**config.mk**
```make
export PLATFORM = sky130hd
export DESIGN_NAME = pipe_stage_skid
export DESIGN_NICKNAME = d
export VERILOG_FILES = /design/src/rtl/pipe_stage_skid.sv
export SDC_FILE = /design/constraint.sdc
export NUM_CORES = 1
export LEC_CHECK = 0
export CAP_MARGIN = 20
export CORE_ASPECT_RATIO = 1.2
export CORE_MARGIN = 4
export CORE_UTILIZATION = 53
export DETAILED_ROUTE_END_ITERATION = 10
export GPL_ROUTABILITY_DRIVEN = 1
export GPL_TIMING_DRIVEN = 0
export PLACE_DENSITY = 0.84
export SLEW_MARGIN = 20
export SYNTH_ARGS = -nofsm -noshare
export SYNTH_HDL_FRONTEND = slang
export SYNTH_SLANG_ARGS = --single-unit
```
**constraint.sdc**
```tcl
create_clock -name clk -period 4.2 [get_ports clk]
set_input_delay 0.63 -clock clk [delete_from_list [all_inputs] [get_ports clk]]
set_output_delay 0.63 -clock clk [all_outputs]
set_load 0.03 [all_outputs]
```
**src/rtl/pipe_stage_skid.sv**
```systemverilog
// Pipeline boundary register with a 2-entry skid buffer.
// in_ready comes straight from a flop, so out_ready has no combinational path to it.
module pipe_stage_skid #(
  parameter int unsigned DATA_W      = 32,
  parameter int unsigned CLR_DATA    = 1,
  parameter int unsigned STALL_CNT_W = 16
) (
  input  logic                   clk,
  input  logic                   rst_n,
  input  logic                   clr,
  input  logic                   in_valid,
  output logic                   in_ready,
  input  logic [DATA_W-1:0]      in_data,
  output logic                   out_valid,
  input  logic                   out_ready,
  output logic [DATA_W-1:0]      out_data,
  output logic [1:0]             occupancy,
  output logic [STALL_CNT_W-1:0] stall_cnt
);

  localparam logic [STALL_CNT_W-1:0] STALL_MAX = '1;

  // State encoding equals the number of entries held.
  typedef enum logic [1:0] {
    EMPTY = 2'd0,
    ONE   = 2'd1,
    FULL  = 2'd2
  } state_e;

  state_e                   state_q, state_d;
  logic [DATA_W-1:0]        main_q, main_d;
  logic [DATA_W-1:0]        skid_q, skid_d;
  logic                     in_ready_q, in_ready_d;
  logic                     out_valid_q, out_valid_d;
  logic [STALL_CNT_W-1:0]   stall_q, stall_d;
  logic                     acc, fire;

  assign acc  = in_valid & in_ready_q;
  assign fire = out_valid_q & out_ready;

  // State, data and output flags
  always_ff @(posedge clk or negedge rst_n) begin
    if (!rst_n) begin
      state_q     <= EMPTY;
      main_q      <= '0;
      skid_q      <= '0;
      in_ready_q  <= 1'b1;
      out_valid_q <= 1'b0;
      stall_q     <= '0;
    end else begin
      state_q     <= state_d;
      main_q      <= main_d;
      skid_q      <= skid_d;
      in_ready_q  <= in_ready_d;
      out_valid_q <= out_valid_d;
      stall_q     <= stall_d;
    end
  end

  // Next-state and data steering; flush overrides any accept
  always_comb begin
    state_d = state_q;
    main_d  = main_q;
    skid_d  = skid_q;
    stall_d = stall_q;

    if (clr) begin
      state_d = EMPTY;
      if (CLR_DATA != 0) begin
        main_d = '0;
        skid_d = '0;
      end
    end else begin
      case (state_q)
        EMPTY: begin
          if (acc) begin
            state_d = ONE;
            main_d  = in_data;
          end
        end
        ONE: begin
          if (acc && fire) begin
            main_d = in_data;
          end else if (acc) begin
            state_d = FULL;
            skid_d  = in_data;
          end else if (fire) begin
            state_d = EMPTY;
          end
        end
        FULL: begin
          if (fire) begin
            state_d = ONE;
            main_d  = skid_q;
          end
        end
        default: state_d = EMPTY;
      endcase
    end

    if (out_valid_q && !out_ready && (stall_q != STALL_MAX)) begin
      stall_d = stall_q + STALL_CNT_W'(1);
    end

    in_ready_d  = (state_d != FULL);
    out_valid_d = (state_d != EMPTY);
  end

  assign in_ready  = in_ready_q;
  assign out_valid = out_valid_q;
  assign out_data  = main_q;
  assign occupancy = state_q;
  assign stall_cnt = stall_q;

  // Skid entry is only ever valid behind a valid main entry
  always_ff @(posedge clk) begin
    if (rst_n) begin
      assert ((state_q != FULL) || out_valid_q);
      assert (in_ready_q == (state_q != FULL));
    end
  end

endmodule

```
# After elaboration in Yosys (flattened, before gate mapping)
# Cells that the tools add are included.
# classes
n_addsub	1
multipliers	0
n_div	0
n_lt_le_gt_ge	0
eq_ne	8
shift	0
n_mux	15
bitwise	2
n_reduce_logical	11
# ops
cell	n
32-bit two-way mux	7
32-bit one-hot mux with 3 select lines	1
16-bit by 1-bit adder with 16-bit output (second input constant)	1
16-bit inequality test (second input constant)	1
2-bit two-way mux	6
3-bit inequality test (second input constant)	3
2-bit one-hot mux with 3 select lines	1
2-bit nonzero test	3
2-bit inequality test (second input constant)	2
4-bit AND reduction	1
4-bit nonzero test	1
1-bit logical AND	3
3-bit AND reduction	1
1-bit bitwise AND	2
2-bit by 1-bit == test with 1-bit output (second input constant)	1
2-bit == test (second input constant)	1
2-bit zero test	1
1-bit zero test	1
# totals
register_bits	84
latch_bits	0
ram_bits	0
romBits	0
inputBits	37
output_inout_bits	52
wordCells	43
mem_count	0

# Longest topological paths before layout
# Gate-level depths: netlist of the first run.
# logic_depth
ltp_word	7
ltp_mapped	6
mapped_depth_nobuf	6

# Worst setup path after synthesis of the first run
# No wires, ideal clock.
# synth_timing
kind	register to register
start	reg stall_q[0] (netlist: stall_cnt[0])
end	reg stall_q[10] (netlist: stall_cnt[10])
arrival_time_ps	1812
required_time_ps	4062
setup_slack_ps	2251
stages_incl_launch_ff	7
path_buffers	0
cell_sequence	dfrtp_1 > ha_1 > and4_1 > nand2_2 > o31a_1 > and3_1 > xor2_1
# synth_via
elab_chain_cells	2
# synth_rtl
item	line	text
from (decl)	35	logic [STALL_CNT_W-1:0] stall_q, stall_d;
from (signal assigned)	56	stall_q <= stall_d;
parallel branches: the longest is 2 deep, another holds 16-bit by 1-bit adder with 16-bit output	-	
# Several ways; the timed one is not identified.
# A chain may end at the register's enable or synchronous reset.

# Worst setup path after layout of the first run
# layout_timing
start	reg in_ready_q (netlist: in_ready)
end	out in_ready
# layout_rtl
item	line	text
from (decl)	33	logic in_ready_q, in_ready_d;
from (signal assigned)	54	in_ready_q <= in_ready_d;
to (decl)	12	output logic in_ready,
# No word-level cell between the ends.

==> flow_metrics.env, run 1 <==
export IMPL_timing_hold_ws_ns=0.202
export IMPL_design_die_area_um2=8460
export IMPL_worst_reg2reg_path_length_in_cells=6
export IMPL_finalNetCount=542
export IMPL_power_frac_comb=0.287
export IMPL_final_cell_count_without_fillers=596
export IMPL_synthXorXnorAreaFrac=0.0352
export IMPL_timing_rr_start="stall_cnt[0]"
export IMPL_max_vdd_ir_drop_v=0.000436
export IMPL_setup_worst_path_start_class="flip-flop"
export IMPL_cts_repair_resized=0
export IMPL_first_pass_grt_wire_length_mm=15.8
export IMPL_synth_net_count=443
export IMPL_die_height_um=100
export IMPL_antenna_left=0
export IMPL_routed_via_density=5.50
export IMPL_netlist_area_um2=3730
export IMPL_ctsHoldBuffers=0
export IMPL_async_s_r_ff_share_synth=1.00
export IMPL_post_route_period_util=0.533
export IMPL_power_switching_share=0.339
export IMPL_arrival_ns=1.61
export IMPL_cp_class="reg2out"
export IMPL_wl_per_cell_um=15.9
export IMPL_yosys_cell_types_count=30
export IMPL_timing_fmax_mhz=447
export IMPL_grtUsageTotal=0.233
export IMPL_intPower_mw=1.36
export IMPL_cts_tree="done"
export IMPL_drcViolationCount=0
export IMPL_power_static_leakage_nw=2.12
export IMPL_areaGrowthSynthToFinish_pct=31.4
export IMPL_power_frac_seq=0.467
export IMPL_final_layout_size_suffix_gt1_frac=0.0629
export IMPL_placed_cell_area_um2=4740
export IMPL_placementRows=33
export IMPL_endpoints_failing_hold=0
export IMPL_synth_edf_count=0
export IMPL_numPortBuffers=87
export IMPL_worstHoldPathType="in2async"
export IMPL_synthesis_yosys_warnings=0
export IMPL_cts_htree_levels=3
export IMPL_nFillCells=533
export IMPL_skew_ns=0.00551
export IMPL_power_per_cell_area_nw_per_um2=419
export IMPL_register_to_register_setup_slack_ns=2.24
export IMPL_critPathRequiredTime_ns=3.57
export IMPL_yosys_area_share_simple=0.223
export IMPL_first_global_vias=3340
export IMPL_clock_path_buffers=2
export IMPL_share_of_synthesized_cell_area_in_full_adder_half_adder_and_majority_cells=0.00335
export IMPL_largest_net_degree_at_the_start_of_global_routing=55
export IMPL_hpwl_mm=6.83
export IMPL_top_level_ports=89
export IMPL_drt_first_iter_violations=192
export IMPL_muxShareOfSynthArea=0.00302
export IMPL_regToRegEndpoint="stall_cnt[14]"
export IMPL_multi_input_comb_area_um2=1500
export IMPL_status="complete, no violations"
export IMPL_cts_repair_timing_setup_buffer_count=0
export IMPL_layout_min_cycle_time_ns=2.24
export IMPL_fin_area_um2=4910
export IMPL_antenna_diode_count=0
export IMPL_timing_critical_path_max_delay_family="buffers and inverters"
export IMPL_finalWirelength_mm=9.49
export IMPL_core_area_um2=6850
export IMPL_ys_seq_area_frac=0.563
export IMPL_clk_pin_slew_ns=0.08
export IMPL_synth_flop_cell="sky130_fd_sc_hd__dfrtp_1"
export IMPL_synth_top_family_by_area="simple AND/OR/NAND/NOR gates"
export IMPL_antenna_violations_before_repair=0
export IMPL_maxSlewHeadroom=0.614
export IMPL_route_vias_total=3277
export IMPL_timing_critical_path_slowest_cell_delay_ns=0.70
export IMPL_grt_ovfl_total=0
export IMPL_synth_compound_gate_area_share=0.137
export IMPL_slowest_stage="sky130_fd_sc_hd__clkdlybuf4s50_1"
export IMPL_initial_utilization=0.545
export IMPL_avgSynthCellArea_um2=9.22
export IMPL_max_cap_viol_count=0
export IMPL_clkSinkCount=84
export IMPL_timing_critical_path_to_type="output port"
export IMPL_worst_slew_pin_slew_ns=0.575
export IMPL_clock_root_buffer="sky130_fd_sc_hd__clkbuf_8"
export IMPL_crit_buf_inv=1
export IMPL_register_area_um2=2100
export IMPL_power_clock_fraction=0.246
export IMPL_worst_path_max_fanout=3
export IMPL_dp_cells=580
export IMPL_grt_setup_unrepaired="false"
export IMPL_gpl_final_weighted_congestion=0.789
export IMPL_die_width_um=84.6
export IMPL_power_switching_uw=697
export IMPL_timing_max_transition_violations_final=0
export IMPL_cts_made_buffers=9
export IMPL_clock_insertion_delay_worst_skew_ns=0.35
export IMPL_setup_violations=0
export IMPL_cell_chain_of_the_critical_path="clkdlybuf4s50_1"
export IMPL_syn_inst=405
export IMPL_ys_ff_latch=84
export IMPL_first_pass_iters=4
-- stage by stage --
step / util / total power, mW / setup WS [ns] / setup TNS, ns
final: 0.716 / 2.06 / 1.96 / 0
after global routing: 0.716 / 2.15 / 1.93 / 0
after CTS: 0.716 / 2.07 / 1.96 / 0
after detailed placement: 0.691 / 1.57 / 1.72 / 0
after global placement: 0.688 / 1.55 / -0.413 / -33.91
after floorplan: - / 1.30 / 2.25 / 0
-- cells by family after synthesis --
group	after synthesis
compound gates	71
xor+xnor	15
fa+ha+maj	1
buf+inv	27
flops	84
mux	1
simple gates	206
-- per-layer routing --
layer / part of all wire / up-vias / GRT usage
met4: 0.023 / 0 / 0.0889
met2: 0.52 / 119 / 0.407
met3: 0.064 / 23 / 0.0493
met5: 0 / - / 0
li1: - / 1574 / -
met1: 0.39 / 1561 / 0.282
-- sequential cells by signal, summed over array words and instances, names as in the netlist --
signal     flops
in_ready       1
occupancy      2
out_data      32
out_valid      1
skid_q        32
stall_cnt     16
-- cell usage in the layout, fill, tap and decap left out, types with 7 or more instances in the layout --
cell type                         synthesis  layout
sky130_fd_sc_hd__xor2_1                   8       8
sky130_fd_sc_hd__buf_2                    7       7
sky130_fd_sc_hd__clkbuf_8                 0      10
sky130_fd_sc_hd__nor2_1                  39      39
sky130_fd_sc_hd__xnor2_1                  7       7
sky130_fd_sc_hd__a21oi_1                 33      33
sky130_fd_sc_hd__dfrtp_1                 83      83
sky130_fd_sc_hd__clkbuf_1                16      17
sky130_fd_sc_hd__clkdlybuf4s50_1          0      86
sky130_fd_sc_hd__nand2_1                141     141
sky130_fd_sc_hd__a311oi_1                32      32
-- power groups by stage --
| stage | clock network, mW | registers [mW] | logic, mW |
|---|---|---|---|
| 2_1_floorplan | 0 | 1.10 | 0.199 |
| 3_3_place_gp | 0 | 0.972 | 0.576 |
| 3_5_place_dp | 0 | 0.974 | 0.593 |
| 4_1_cts | 0.511 | 0.960 | 0.596 |
| 5_1_grt | 0.542 | 0.973 | 0.639 |
| 6_report | 0.507 | 0.960 | 0.591 |
-- synthesized netlist by cell type, drive strengths merged (3+ instances only) --
cell type,count,area share
a311oi,32,0.075
dfrtp,83,0.56
xor2,8,0.019
nor3,4,0.0054
nor2b,3,0.0050
xnor2,7,0.016
a21oi,33,0.044
buf,10,0.018
nor2,39,0.039
nand4,6,0.010
clkbuf,16,0.016
and3,3,0.0050
nand2,142,0.14
nand3,5,0.0067
-- worst max path at each step --
stage,start,end,slack [ns],depth (start not counted)
finish,in_ready,in_ready,1.96,1
global route,out_ready,skid_q[0],1.93,7
CTS,in_ready,in_ready,1.96,1
detailed placement,out_ready,skid_q[27],1.72,7
global placement,rst_n,out_data[9],-0.41,1
floorplan,stall_cnt[0],stall_cnt[10],2.25,6
-- area by class of cell --
cell class,count,share of cell area
sequential,84,0.428
multi-input combinational,294,0.305
timing repair buffer,88,0.183
clock buffer,11,0.0288
buffer,26,0.0263
tap,87,0.0222
clock inverter,5,0.00561
inverter,1,0.000765
Note: power is estimated with default switching activity, not from simulation.
==> run 2, diff against run 1 <==
--- a/config.mk
+++ b/config.mk
@@ -8,11 +8,11 @@
 export CAP_MARGIN = 20
 export CORE_ASPECT_RATIO = 1.2
 export CORE_MARGIN = 4
-export CORE_UTILIZATION = 53
+export CORE_UTILIZATION = 50
 export DETAILED_ROUTE_END_ITERATION = 10
 export GPL_ROUTABILITY_DRIVEN = 1
 export GPL_TIMING_DRIVEN = 0
-export PLACE_DENSITY = 0.84
+export PLACE_DENSITY = 0.8
 export SLEW_MARGIN = 20
 export SYNTH_ARGS = -nofsm -noshare
 export SYNTH_HDL_FRONTEND = slang
==> constraint.sdc (replaced) <==
create_clock -name clk -period 2.1 [get_ports clk]
set_input_delay 0.315 -clock clk [delete_from_list [all_inputs] [get_ports clk]]
set_output_delay 0.315 -clock clk [all_outputs]
set_load 0.03 [all_outputs]
==> run 2 against run 1 <==
Against the previous run:
- die area rose by 5.5%
- largest power group unchanged
- cell area rose by 0.25%
- wire length fell by 0.36%
==> flow_metrics.env, run 2 (synthesis results as in run 1) <==
export IMPL_worst_hold_path_num_cells=2
export IMPL_drt_first_iter_violations=123
export IMPL_drcViolationCount=0
export IMPL_final_cell_mix="141 x sky130_fd_sc_hd__nand2_1, 86 x sky130_fd_sc_hd__clkdlybuf4s50_1, 83 x sky130_fd_sc_hd__dfrtp_1"
export IMPL_clkSinkCount=84
export IMPL_status="complete, no violations"
export IMPL_route_vias_total=3258
export IMPL_endpoints_failing_hold=0
export IMPL_largest_net_degree_at_the_start_of_global_routing=47
export IMPL_first_pass_grt_wire_length_mm=15.3
export IMPL_antenna_violations_before_repair=0
export IMPL_timing_setup_tns_ns=0
export IMPL_power_per_cell_area_nw_per_um2=842
export IMPL_initial_utilization=0.513
export IMPL_maxSlewHeadroom=0.596
export IMPL_clk_pin_slew_ns=0.08
export IMPL_regToRegEndpoint="stall_cnt[14]"
export IMPL_first_pass_iters=4
export IMPL_timing_fmax_mhz=523
export IMPL_top_level_ports=89
export IMPL_register_to_register_setup_slack_ns=0.19
export IMPL_cts_htree_levels=3
export IMPL_cts_made_buffers=9
export IMPL_clock_insertion_delay_worst_skew_ns=0.35
export IMPL_setup_violations=0
export IMPL_worst_slew_pin_slew_ns=0.601
export IMPL_cell_chain_of_the_critical_path="ha_1, and4_1, nand2_2, o31ai_4, nor3_1, xor2_1"
export IMPL_timing_rr_start="stall_cnt[0]"
export IMPL_critPathRequiredTime_ns=2.33
export IMPL_hpwl_mm=6.78
export IMPL_max_cap_viol_count=0
export IMPL_worst_reg2reg_path_length_in_cells=6
export IMPL_die_height_um=103
export IMPL_skew_ns=0.00947
export IMPL_multi_input_comb_area_um2=1500
export IMPL_design_die_area_um2=8920
export IMPL_numPortBuffers=87
export IMPL_timing_critical_path_to_type="flip-flop"
export IMPL_setup_worst_path_start_class="flip-flop"
export IMPL_post_route_period_util=0.910
export IMPL_cts_tree="done"
export IMPL_max_vdd_ir_drop_v=0.000766
export IMPL_routed_via_density=5.45
export IMPL_critical_path_cell_count=6
export IMPL_timing_hold_ws_ns=0.383
export IMPL_layout_min_cycle_time_ns=1.91
export IMPL_worstHoldPathType="in2reg"
export IMPL_cts_repair_resized=0
export IMPL_finalWirelength_mm=9.46
export IMPL_wl_per_cell_um=15.8
export IMPL_final_layout_size_suffix_gt1_frac=0.0610
export IMPL_clock_root_buffer="sky130_fd_sc_hd__clkbuf_8"
export IMPL_timing_max_transition_violations_final=0
export IMPL_power_static_leakage_nw=2.13
export IMPL_grt_ovfl_total=0
export IMPL_placementRows=34
export IMPL_worst_path_max_fanout=9
export IMPL_cp_class="reg2reg"
export IMPL_finalNetCount=543
export IMPL_timing_critical_path_max_delay_family="simple AND/OR/NAND/NOR gates"
export IMPL_gpl_final_weighted_congestion=0.736
export IMPL_arrival_ns=2.14
export IMPL_die_width_um=86.9
export IMPL_crit_path_start="stall_cnt[0]"
export IMPL_timing_critical_path_slowest_cell_delay_ns=0.46
export IMPL_grt_setup_unrepaired="false"
export IMPL_antenna_left=0
export IMPL_areaGrowthSynthToFinish_pct=31.8
export IMPL_crit_buf_inv=0
export IMPL_antenna_diode_count=0
export IMPL_core_area_um2=7270
export IMPL_slowest_stage="sky130_fd_sc_hd__o31ai_4"
export IMPL_clock_path_buffers=2
export IMPL_post_layout_total_power_mw=4.15
export IMPL_leading_cell_type_in_the_layout_fill_and_taps_excluded="sky130_fd_sc_hd__nand2_1"
export IMPL_critical_path_capture_point="stall_cnt[14]"
export IMPL_register_area_um2=2100
export IMPL_first_global_vias=3232
export IMPL_grtUsageTotal=0.220
export IMPL_nFillCells=590
## run 2: changes by cell type in the layout (fill, tap and decap cells not counted)
| cell | change |
|---|---|
| sky130_fd_sc_hd__clkinvlp_4 | -1 |
| sky130_fd_sc_hd__clkbuf_1 | -1 |
| sky130_fd_sc_hd__clkbuf_8 | +2 |
| sky130_fd_sc_hd__buf_16 | -1 |
| sky130_fd_sc_hd__buf_12 | +1 |
| sky130_fd_sc_hd__clkinv_2 | -2 |
| sky130_fd_sc_hd__dlygate4sd3_1 | +1 |
## run 2: worst min-delay path by stage
stage / from / end
floorplan: rst_n / occupancy[0]
global placement: stall_cnt[7] / stall_cnt[7]
detailed placement: rst_n / out_data[24]
CTS: clr / occupancy[0]
global route: clr / occupancy[0]
finish: clr / occupancy[0]
## run 2: layout make-up
cell class | count | share of cell area
timing repair buffer | 89 | 0.183
buffer | 26 | 0.0262
clock buffer | 12 | 0.0336
clock inverter | 2 | 0.00203
inverter | 1 | 0.000763
tap | 90 | 0.0229
multi-input combinational | 294 | 0.305
sequential | 84 | 0.427
## run 2: layer usage
metal / vias to the layer above / wire length, µm / track usage
li1: 1570 / - / -
met1: 1579 / 3730 / 0.268
met2: 96 / 4970 / 0.376
met3: 13 / 609 / 0.0560
met4: 0 / 151 / 0.0851
met5: - / 0 / 0
## run 2: timing repair
item                                   CTS  global route
endpoints found under the hold margin   45             0
setup endpoints to repair                0             0
hold buffers                             1             0
setup buffers                            0             0
## run 2: power breakdown
part,switching [mW],leakage (nW),internal (mW)
sequential,0.133,1.13,1.78
clock,0.546,0.0941,0.510
combinational,0.690,0.906,0.482
total,1.37,2.13,2.78
## run 2: per-stage QoR
stage	worst slack (ns)	util	std cells	instance area, µm²
2_1_floorplan	0.151	-	405	3730
3_3_place_gp	-2.24	0.649	582	4720
3_5_place_dp	-0.102	0.651	583	4740
4_1_cts	0.179	0.676	598	4920
5_1_grt	0.0188	0.676	598	4920
6_report	0.189	0.676	598	4920
